## src/rtl/mem_bus_arbiter_if.sv

```systemverilog
// Bus bundle between the CPU fetch/data ports, the arbiter and the external memory.
// The arbiter uses the slave modport; the CPU/memory side (or a bench) uses master.
interface mem_bus_arbiter_if #(
    parameter int ADDR_W = 32,
    parameter int DATA_W = 32
);
    logic              if_req;
    logic [ADDR_W-1:0] if_addr;
    logic [DATA_W-1:0] if_rdata;
    logic              if_ack;

    logic              dm_req;
    logic              dm_wr_rd;
    logic [ADDR_W-1:0] dm_addr;
    logic [DATA_W-1:0] dm_wdata;
    logic [DATA_W-1:0] dm_rdata;
    logic              dm_ack;

    logic [ADDR_W-1:0] mem_addr;
    logic [DATA_W-1:0] mem_wdata;
    logic [DATA_W-1:0] mem_rdata;
    logic              mem_cs;
    logic              mem_wr_rd;

    logic              busy;
    logic              grant_dm;

    modport slave (
        input  if_req, if_addr, dm_req, dm_wr_rd, dm_addr, dm_wdata, mem_rdata,
        output if_rdata, if_ack, dm_rdata, dm_ack,
        output mem_addr, mem_wdata, mem_cs, mem_wr_rd, busy, grant_dm
    );

    modport master (
        output if_req, if_addr, dm_req, dm_wr_rd, dm_addr, dm_wdata, mem_rdata,
        input  if_rdata, if_ack, dm_rdata, dm_ack,
        input  mem_addr, mem_wdata, mem_cs, mem_wr_rd, busy, grant_dm
    );
endinterface

```

## src/rtl/mem_bus_arbiter.sv

```systemverilog
// Shares one single-port memory bus between CPU fetch and data ports with fixed wait states.
// Define ARB_ROUND_ROBIN_EN for round-robin arbitration; default is data priority with a fetch starvation guard.
module mem_bus_arbiter #(
    parameter int ADDR_W       = 32,
    parameter int DATA_W       = 32,
    parameter int WAIT_CYCLES  = 2,
    parameter int STARVE_LIMIT = 4
) (
    input  logic               CLK,
    input  logic               reset,
    mem_bus_arbiter_if.slave   bus
);

    localparam int WCW = (WAIT_CYCLES > 1) ? $clog2(WAIT_CYCLES) : 1;
    localparam logic [WCW-1:0] WAIT_LOAD = WCW'(WAIT_CYCLES - 1);

    typedef enum logic [1:0] {
        IDLE   = 2'd0,
        ACCESS = 2'd1,
        ACK    = 2'd2
    } state_t;

    state_t            r_state;
    state_t            w_nextState;
    logic              w_grantValid;
    logic              w_grantDm;

    logic [WCW-1:0]    r_waitCnt;
    logic              r_grantDm;
    logic              r_memWrRd;
    logic [ADDR_W-1:0] r_memAddr;
    logic [DATA_W-1:0] r_memWdata;
    logic [DATA_W-1:0] r_ifRdata;
    logic [DATA_W-1:0] r_dmRdata;

`ifdef ARB_ROUND_ROBIN_EN
    logic r_lastDm;
`else
    localparam int SCW = $clog2(STARVE_LIMIT + 1);
    localparam logic [SCW-1:0] STARVE_MAX = SCW'(STARVE_LIMIT);
    logic [SCW-1:0] r_starveCnt;
`endif

    always_comb begin
        w_nextState  = r_state;
        w_grantValid = 1'b0;
`ifdef ARB_ROUND_ROBIN_EN
        // On a tie the port that did not own the last access wins.
        w_grantDm    = bus.dm_req && (!bus.if_req || !r_lastDm);
`else
        w_grantDm    = bus.dm_req && !(bus.if_req && (r_starveCnt == STARVE_MAX));
`endif
        case (r_state)
            IDLE: begin
                if (bus.if_req || bus.dm_req) begin
                    w_grantValid = 1'b1;
                    w_nextState  = ACCESS;
                end
            end
            ACCESS: begin
                if (r_waitCnt == '0) begin
                    w_nextState = ACK;
                end
            end
            ACK: begin
                w_nextState = IDLE;
            end
            default: begin
                w_nextState = IDLE;
            end
        endcase
    end

    always_ff @(posedge CLK) begin
        if (!reset) begin
            r_state    <= IDLE;
            r_waitCnt  <= '0;
            r_grantDm  <= 1'b0;
            r_memWrRd  <= 1'b0;
            r_memAddr  <= '0;
            r_memWdata <= '0;
            r_ifRdata  <= '0;
            r_dmRdata  <= '0;
`ifdef ARB_ROUND_ROBIN_EN
            r_lastDm   <= 1'b1;
`else
            r_starveCnt <= '0;
`endif
        end else begin
            r_state <= w_nextState;
            if (w_grantValid) begin
                r_grantDm  <= w_grantDm;
                r_memAddr  <= w_grantDm ? bus.dm_addr : bus.if_addr;
                r_memWdata <= w_grantDm ? bus.dm_wdata : '0;
                r_memWrRd  <= w_grantDm && bus.dm_wr_rd;
                r_waitCnt  <= WAIT_LOAD;
`ifdef ARB_ROUND_ROBIN_EN
                r_lastDm   <= w_grantDm;
`else
                if (!w_grantDm) begin
                    r_starveCnt <= '0;
                end else if (bus.if_req && (r_starveCnt != STARVE_MAX)) begin
                    r_starveCnt <= r_starveCnt + 1'b1;
                end
`endif
            end
            // Read data is sampled in the final chip-select cycle only.
            if (r_state == ACCESS) begin
                if (r_waitCnt != '0) begin
                    r_waitCnt <= r_waitCnt - 1'b1;
                end else if (!r_memWrRd) begin
                    if (r_grantDm) begin
                        r_dmRdata <= bus.mem_rdata;
                    end else begin
                        r_ifRdata <= bus.mem_rdata;
                    end
                end
            end
        end
    end

    assign bus.mem_cs    = (r_state == ACCESS);
    assign bus.mem_wr_rd = r_memWrRd && (r_state == ACCESS);
    assign bus.mem_addr  = r_memAddr;
    assign bus.mem_wdata = r_memWdata;
    assign bus.busy      = (r_state != IDLE);
    assign bus.grant_dm  = r_grantDm;
    assign bus.if_ack    = (r_state == ACK) && !r_grantDm;
    assign bus.dm_ack    = (r_state == ACK) && r_grantDm;
    assign bus.if_rdata  = r_ifRdata;
    assign bus.dm_rdata  = r_dmRdata;

endmodule

```

## src/flat_wrapper.sv

```systemverilog
// flat-port wrapper written by rule: the top's interface ports become plain ports
module mem_bus_arbiter_flat 
#(
    parameter int ADDR_W       = 32,
    parameter int DATA_W       = 32,
    parameter int WAIT_CYCLES  = 2,
    parameter int STARVE_LIMIT = 4
)
  (CLK, reset, bus_if_req, bus_if_addr, bus_dm_req, bus_dm_wr_rd, bus_dm_addr, bus_dm_wdata, bus_mem_rdata, bus_if_rdata, bus_if_ack, bus_dm_rdata, bus_dm_ack, bus_mem_addr, bus_mem_wdata, bus_mem_cs, bus_mem_wr_rd, bus_busy, bus_grant_dm);
  mem_bus_arbiter_if #(.ADDR_W(ADDR_W), .DATA_W(DATA_W)) bus_i ();
  input  logic CLK;
  input  logic reset;
  input wire logic [$bits(bus_i.if_req)-1:0] bus_if_req;
  input wire logic [$bits(bus_i.if_addr)-1:0] bus_if_addr;
  input wire logic [$bits(bus_i.dm_req)-1:0] bus_dm_req;
  input wire logic [$bits(bus_i.dm_wr_rd)-1:0] bus_dm_wr_rd;
  input wire logic [$bits(bus_i.dm_addr)-1:0] bus_dm_addr;
  input wire logic [$bits(bus_i.dm_wdata)-1:0] bus_dm_wdata;
  input wire logic [$bits(bus_i.mem_rdata)-1:0] bus_mem_rdata;
  output wire logic [$bits(bus_i.if_rdata)-1:0] bus_if_rdata;
  output wire logic [$bits(bus_i.if_ack)-1:0] bus_if_ack;
  output wire logic [$bits(bus_i.dm_rdata)-1:0] bus_dm_rdata;
  output wire logic [$bits(bus_i.dm_ack)-1:0] bus_dm_ack;
  output wire logic [$bits(bus_i.mem_addr)-1:0] bus_mem_addr;
  output wire logic [$bits(bus_i.mem_wdata)-1:0] bus_mem_wdata;
  output wire logic [$bits(bus_i.mem_cs)-1:0] bus_mem_cs;
  output wire logic [$bits(bus_i.mem_wr_rd)-1:0] bus_mem_wr_rd;
  output wire logic [$bits(bus_i.busy)-1:0] bus_busy;
  output wire logic [$bits(bus_i.grant_dm)-1:0] bus_grant_dm;
  assign bus_i.if_req = bus_if_req;
  assign bus_i.if_addr = bus_if_addr;
  assign bus_i.dm_req = bus_dm_req;
  assign bus_i.dm_wr_rd = bus_dm_wr_rd;
  assign bus_i.dm_addr = bus_dm_addr;
  assign bus_i.dm_wdata = bus_dm_wdata;
  assign bus_i.mem_rdata = bus_mem_rdata;
  assign bus_if_rdata = bus_i.if_rdata;
  assign bus_if_ack = bus_i.if_ack;
  assign bus_dm_rdata = bus_i.dm_rdata;
  assign bus_dm_ack = bus_i.dm_ack;
  assign bus_mem_addr = bus_i.mem_addr;
  assign bus_mem_wdata = bus_i.mem_wdata;
  assign bus_mem_cs = bus_i.mem_cs;
  assign bus_mem_wr_rd = bus_i.mem_wr_rd;
  assign bus_busy = bus_i.busy;
  assign bus_grant_dm = bus_i.grant_dm;
  mem_bus_arbiter #(.ADDR_W(ADDR_W), .DATA_W(DATA_W), .WAIT_CYCLES(WAIT_CYCLES), .STARVE_LIMIT(STARVE_LIMIT)) u_core (.CLK(CLK), .reset(reset), .bus(bus_i));
endmodule
```

## config.mk

```make
export PLATFORM = sky130hd
export DESIGN_NAME = mem_bus_arbiter_flat
export DESIGN_NICKNAME = d
export VERILOG_FILES = /design/src/rtl/mem_bus_arbiter_if.sv /design/src/rtl/mem_bus_arbiter.sv /design/src/flat_wrapper.sv
export SDC_FILE = /design/constraint.sdc
export NUM_CORES = 1
export LEC_CHECK = 0
export ABC_AREA = 1
export CORE_MARGIN = 2
export CORE_UTILIZATION = 25
export CTS_BUF_LIST = sky130_fd_sc_hd__clkbuf_8 sky130_fd_sc_hd__clkbuf_16
export CTS_CLUSTER_SIZE = 20
export DETAILED_ROUTE_END_ITERATION = 7
export PLACE_DENSITY = 0.56
export SLEW_MARGIN = 20
export SYNTH_ARGS = -nofsm -noshare
export SYNTH_HDL_FRONTEND = slang
export SYNTH_SLANG_ARGS = --single-unit
```

## constraint.sdc

```tcl
create_clock -name CLK -period 1.75 [get_ports CLK]
set_input_delay 0.35 -clock CLK [delete_from_list [all_inputs] [get_ports CLK]]
set_output_delay 0.35 -clock CLK [all_outputs]
set_load 0.05 [all_outputs]
```

==> impl_results.md <==
- DPL Wire Length: 13.0 mm
- Classification of the worst-slack hold path: input port to flip-flop
- Initial detailed-routing violation count: 164
- Largest family of logic cells by synthesized area: simple AND/OR/NAND/NOR gates
- Kind of cell with the highest combined delay on the critical path: flip-flops
- Critical Path Source: u_core.r_state[0]
- Master cell of the clock root buffer: clkbuf_16
- Die span in x: 153 µm
- Drt pass-1 iters: 4
- Worst Setup Path Type: flip-flop to output port
- FMAX: 609 MHz
- Global Route Usage Sum: 0.156
- Cell type with the largest total area after synthesis: dfxtp_1
- Total number of cells along the worst setup path: 5
- Portion of the post-synthesis area used by sequential elements: 0.490
- Row count: 54
- LEAKAGE: around 4.0 nW
- Time the final worst path needs with I/O delays and setup: 1.64 ns
- Layout Nets: between 1000 and 1500
- Clock-pin transition on the worst setup and hold timing paths: approximately 0.060 ns
- Crit share post-route: 0.939
- Setup slack after placement: -0.00864 ns
- Post-DR vias/cell: 4.43
- I/O pin count: 267
- Synthesized area: between 5000 and 6000 µm²
- Critical path startpoint category: flip-flop
- Largest vdd supply drop: 0.533 mV
- Maximum root-to-sink buffer count: 2
- Total clock buffers created by CTS: 17
- Aggregate global routing overflow: 0
- Fraction of final layout cells with drive strength greater than 1: 0.204
- Worst-case clock skew: 0.0145 ns
- Drt drc: 0
- Multiplexer fraction of the synthesized cell area: 0
- R2R Path Start: u_core.r_state[0]
- Number of routed nets with antenna violations: 0
- Post-Synthesis Mean Instance Area: 7.32 µm²
- Final number of setup-violating endpoints: 0
- Standard cell with the maximum stage delay on the critical path: dfxtp_1
- Total count of hold-check failures in the final report: 0
- Number of buffers added to fix hold violations after cts: 0
- Core region area: roughly 22000 µm²
- Average wire length per cell after detail routing: 14.3 µm
- Arithmetic-cell share of the synthesized area counting full adders, half adders and majority gates: 0.00450
- Parity-gate share of the synthesized area counting xor and xnor cells: 0
- Cell count after placement: 1268
- Arr. time, crit path: 1.29 ns
- Number of max-cap violations: 0
- Vias: approximately 5800
- Count of distinct cell types in the synthesized netlist: 23
- Vertical die dimension: between 150 and 200 µm
- Synthesized netlist net count: 894
- Cell Chain, Critical Path: inv_2, nor2_4, inv_2, nor2_4, buf_12
- Total power density per cell area: about 1100 nW/µm²
- CTS tree: done
- Unrepaired setup endpoints after global routing: no
- Vias in the first global route: 5464
- Count of final max-slew check failures: 0
- Count of synthesis-stage warnings from yosys: 0
- Register bit total from synthesis: ~140
- Overall die area: 23400 µm²
- Worst R2R End: u_core.bus.dm_rdata[0]
- Antenna violations before repair: 1
- Count of buffering cells on the critical path with inverters included: 3
- Clock Latency Late Sink: between 0.4 and 0.5 ns
- H-tree depth: 4
- Worst Path Required: 1.40 ns
- Pin count of the biggest net entering global routing: 68
- Effective utilization at floorplan: 0.255
- Antenna diode count: 0
- Worst-margin pin slew: 0.369 ns
- Flop2flop setup slack: 0.23 ns
- First-pass GRT wire length: 29.4 mm
- Crit path to: bus_mem_wr_rd
- Critical path peak fanout: 4
- Outcome: completed
- Length in cells of the worst reg-to-reg path: 7
- Number of clock sinks: 136
- Type of element capturing the critical path: output port
- Layout-stage area growth over the synthesis result: 61.8%
- Post-Route WL: 18.7 mm
- Final Instance Count excl. Fillers: 1302
- Headroom to the max-slew limit: 0.754
- Worst setup margin: 0.107 ns
- Number of buffers inserted by port buffering: 266
- Compound-cell area share of the yosys netlist: 0.124
- Count of filler cells inserted in the layout: about 2300
- Top post-synthesis cells by area: dfxtp_1, nor2_1, nand2_1
- Delay of the slowest cell on the worst path: 0.34 ns
- Area fraction in and, or, nand and nor cells after synthesis: 0.276
- Gate Count Post-Synth: 759
- Fraction of post-synthesis cell area in the top cell type by area: 0.490
- Weighted congestion reported at the end of routability-driven placement: 0.746
[logic make-up after synthesis]
family	after synthesis
compound gates	136
fa+ha+maj	2
buf+inv	134
flops	136
simple gates	351
[where the power goes]
part / internal (mW) / switching, mW
Combinational: 0.979 / 1.73
Clock: 2.47 / 1.51
Sequential: 3.37 / 0.152
[placed cells by master, fill, tap and decap left out, types with 3 or more instances in the layout]
cell type / count
a21oi_1: 67
buf_12: 16
buf_4: 140
dfxtp_1: 134
clkinv_4: 4
nand2_1: 107
inv_6: 3
nand4_1: 33
o21ai_0: 66
clkbuf_16: 17
nor2_1: 135
bufinv_16: 4
inv_2: 5
inv_1: 71
nor2_4: 3
nand3_1: 66
clkdlybuf4s50_1: 130
[flip-flops by register name (all words and copies together) (netlist names)]
register / count
u_core.r_starveCnt: 3
u_core.bus.grant_dm: 1
u_core.r_waitCnt: 1
u_core.bus.dm_rdata: 32
u_core.bus.mem_addr: 32
u_core.bus.mem_wdata: 32
u_core.bus.if_rdata: 32
u_core.r_state: 2
u_core.r_memWrRd: 1
[final cells by class]
class	count	area [µm²]	area share
tap	280	350	0.0390
inverter	77	292	0.0324
timing repair buffer	288	2680	0.298
clock buffer	18	439	0.0489
multi-input combinational	489	2280	0.254
sequential	136	2730	0.304
clock inverter	14	211	0.0235
[cells in the mapped netlist]
master,instances
o21ai_0,66
nor2_4,2
nor2_2,1
nand3_1,67
inv_2,3
o21bai_1,1
a21oi_1,67
ha_1,2
nand4_1,33
buf_4,4
clkbuf_1,32
nand2_1,107
buf_2,11
buf_6,7
nor3_1,3
nand3_4,2
buf_1,2
dfxtp_1,136
o21a_1,1
nor2_1,136
o21ai_2,1
clkbuf_2,1
inv_1,74
[how the worst min path moves through the flow]
| stage | from | cells past startpoint | end |
|---|---|---|---|
| floorplan | u_core.r_memWrRd | 2 | u_core.r_memWrRd |
| global route | bus_dm_req | 5 | u_core.bus.mem_addr[18] |
| finish | bus_dm_req | 5 | u_core.bus.mem_addr[18] |
| global placement | u_core.bus.mem_wdata[17] | 2 | u_core.bus.mem_wdata[17] |
| CTS | bus_dm_req | 5 | u_core.bus.mem_addr[18] |
| detailed placement | u_core.bus.mem_wdata[14] | 2 | u_core.bus.mem_wdata[14] |
[tightest hold or removal path: stages]
cell,delay [ns]
buf_2,0.17
nand3_1,0.10
nand3_1,0.07
nand2_1,0.05
inv_1,0.03
[per-layer routing]
| layer | part of all wire | global-route usage |
|---|---|---|
| met5 | 0.00059 | 0 |
| met1 | 0.45 | 0.198 |
| met2 | 0.45 | 0.250 |
| met3 | 0.081 | 0.0561 |
| met4 | 0.015 | 0.0463 |
[stage by stage]
stage / hold slack [ns] / TNS, ns / total power, mW / utilization / area (µm²)
floorplan: 0.457 / -0.0745 / 5.25 / - / 5570
global placement: 0.452 / -0.0000302 / 6.30 / 0.381 / 8310
detailed placement: 0.457 / -0.0256 / 6.31 / 0.381 / 8310
CTS: 0.398 / 0 / 10.3 / 0.412 / 8980
global route: 0.427 / 0 / 10.7 / 0.412 / 8990
finish: 0.411 / 0 / 10.2 / 0.412 / 8990
[repair_timing]
| action | CTS | global route |
|---|---|---|
| gates resized for setup | 3 | 6 |
| setup buffers | 2 | 0 |
| pin swaps | 1 | 1 |
| endpoints found under the setup margin | 3 | 4 |
No activity file was read; power rests on OpenSTA's default activity.
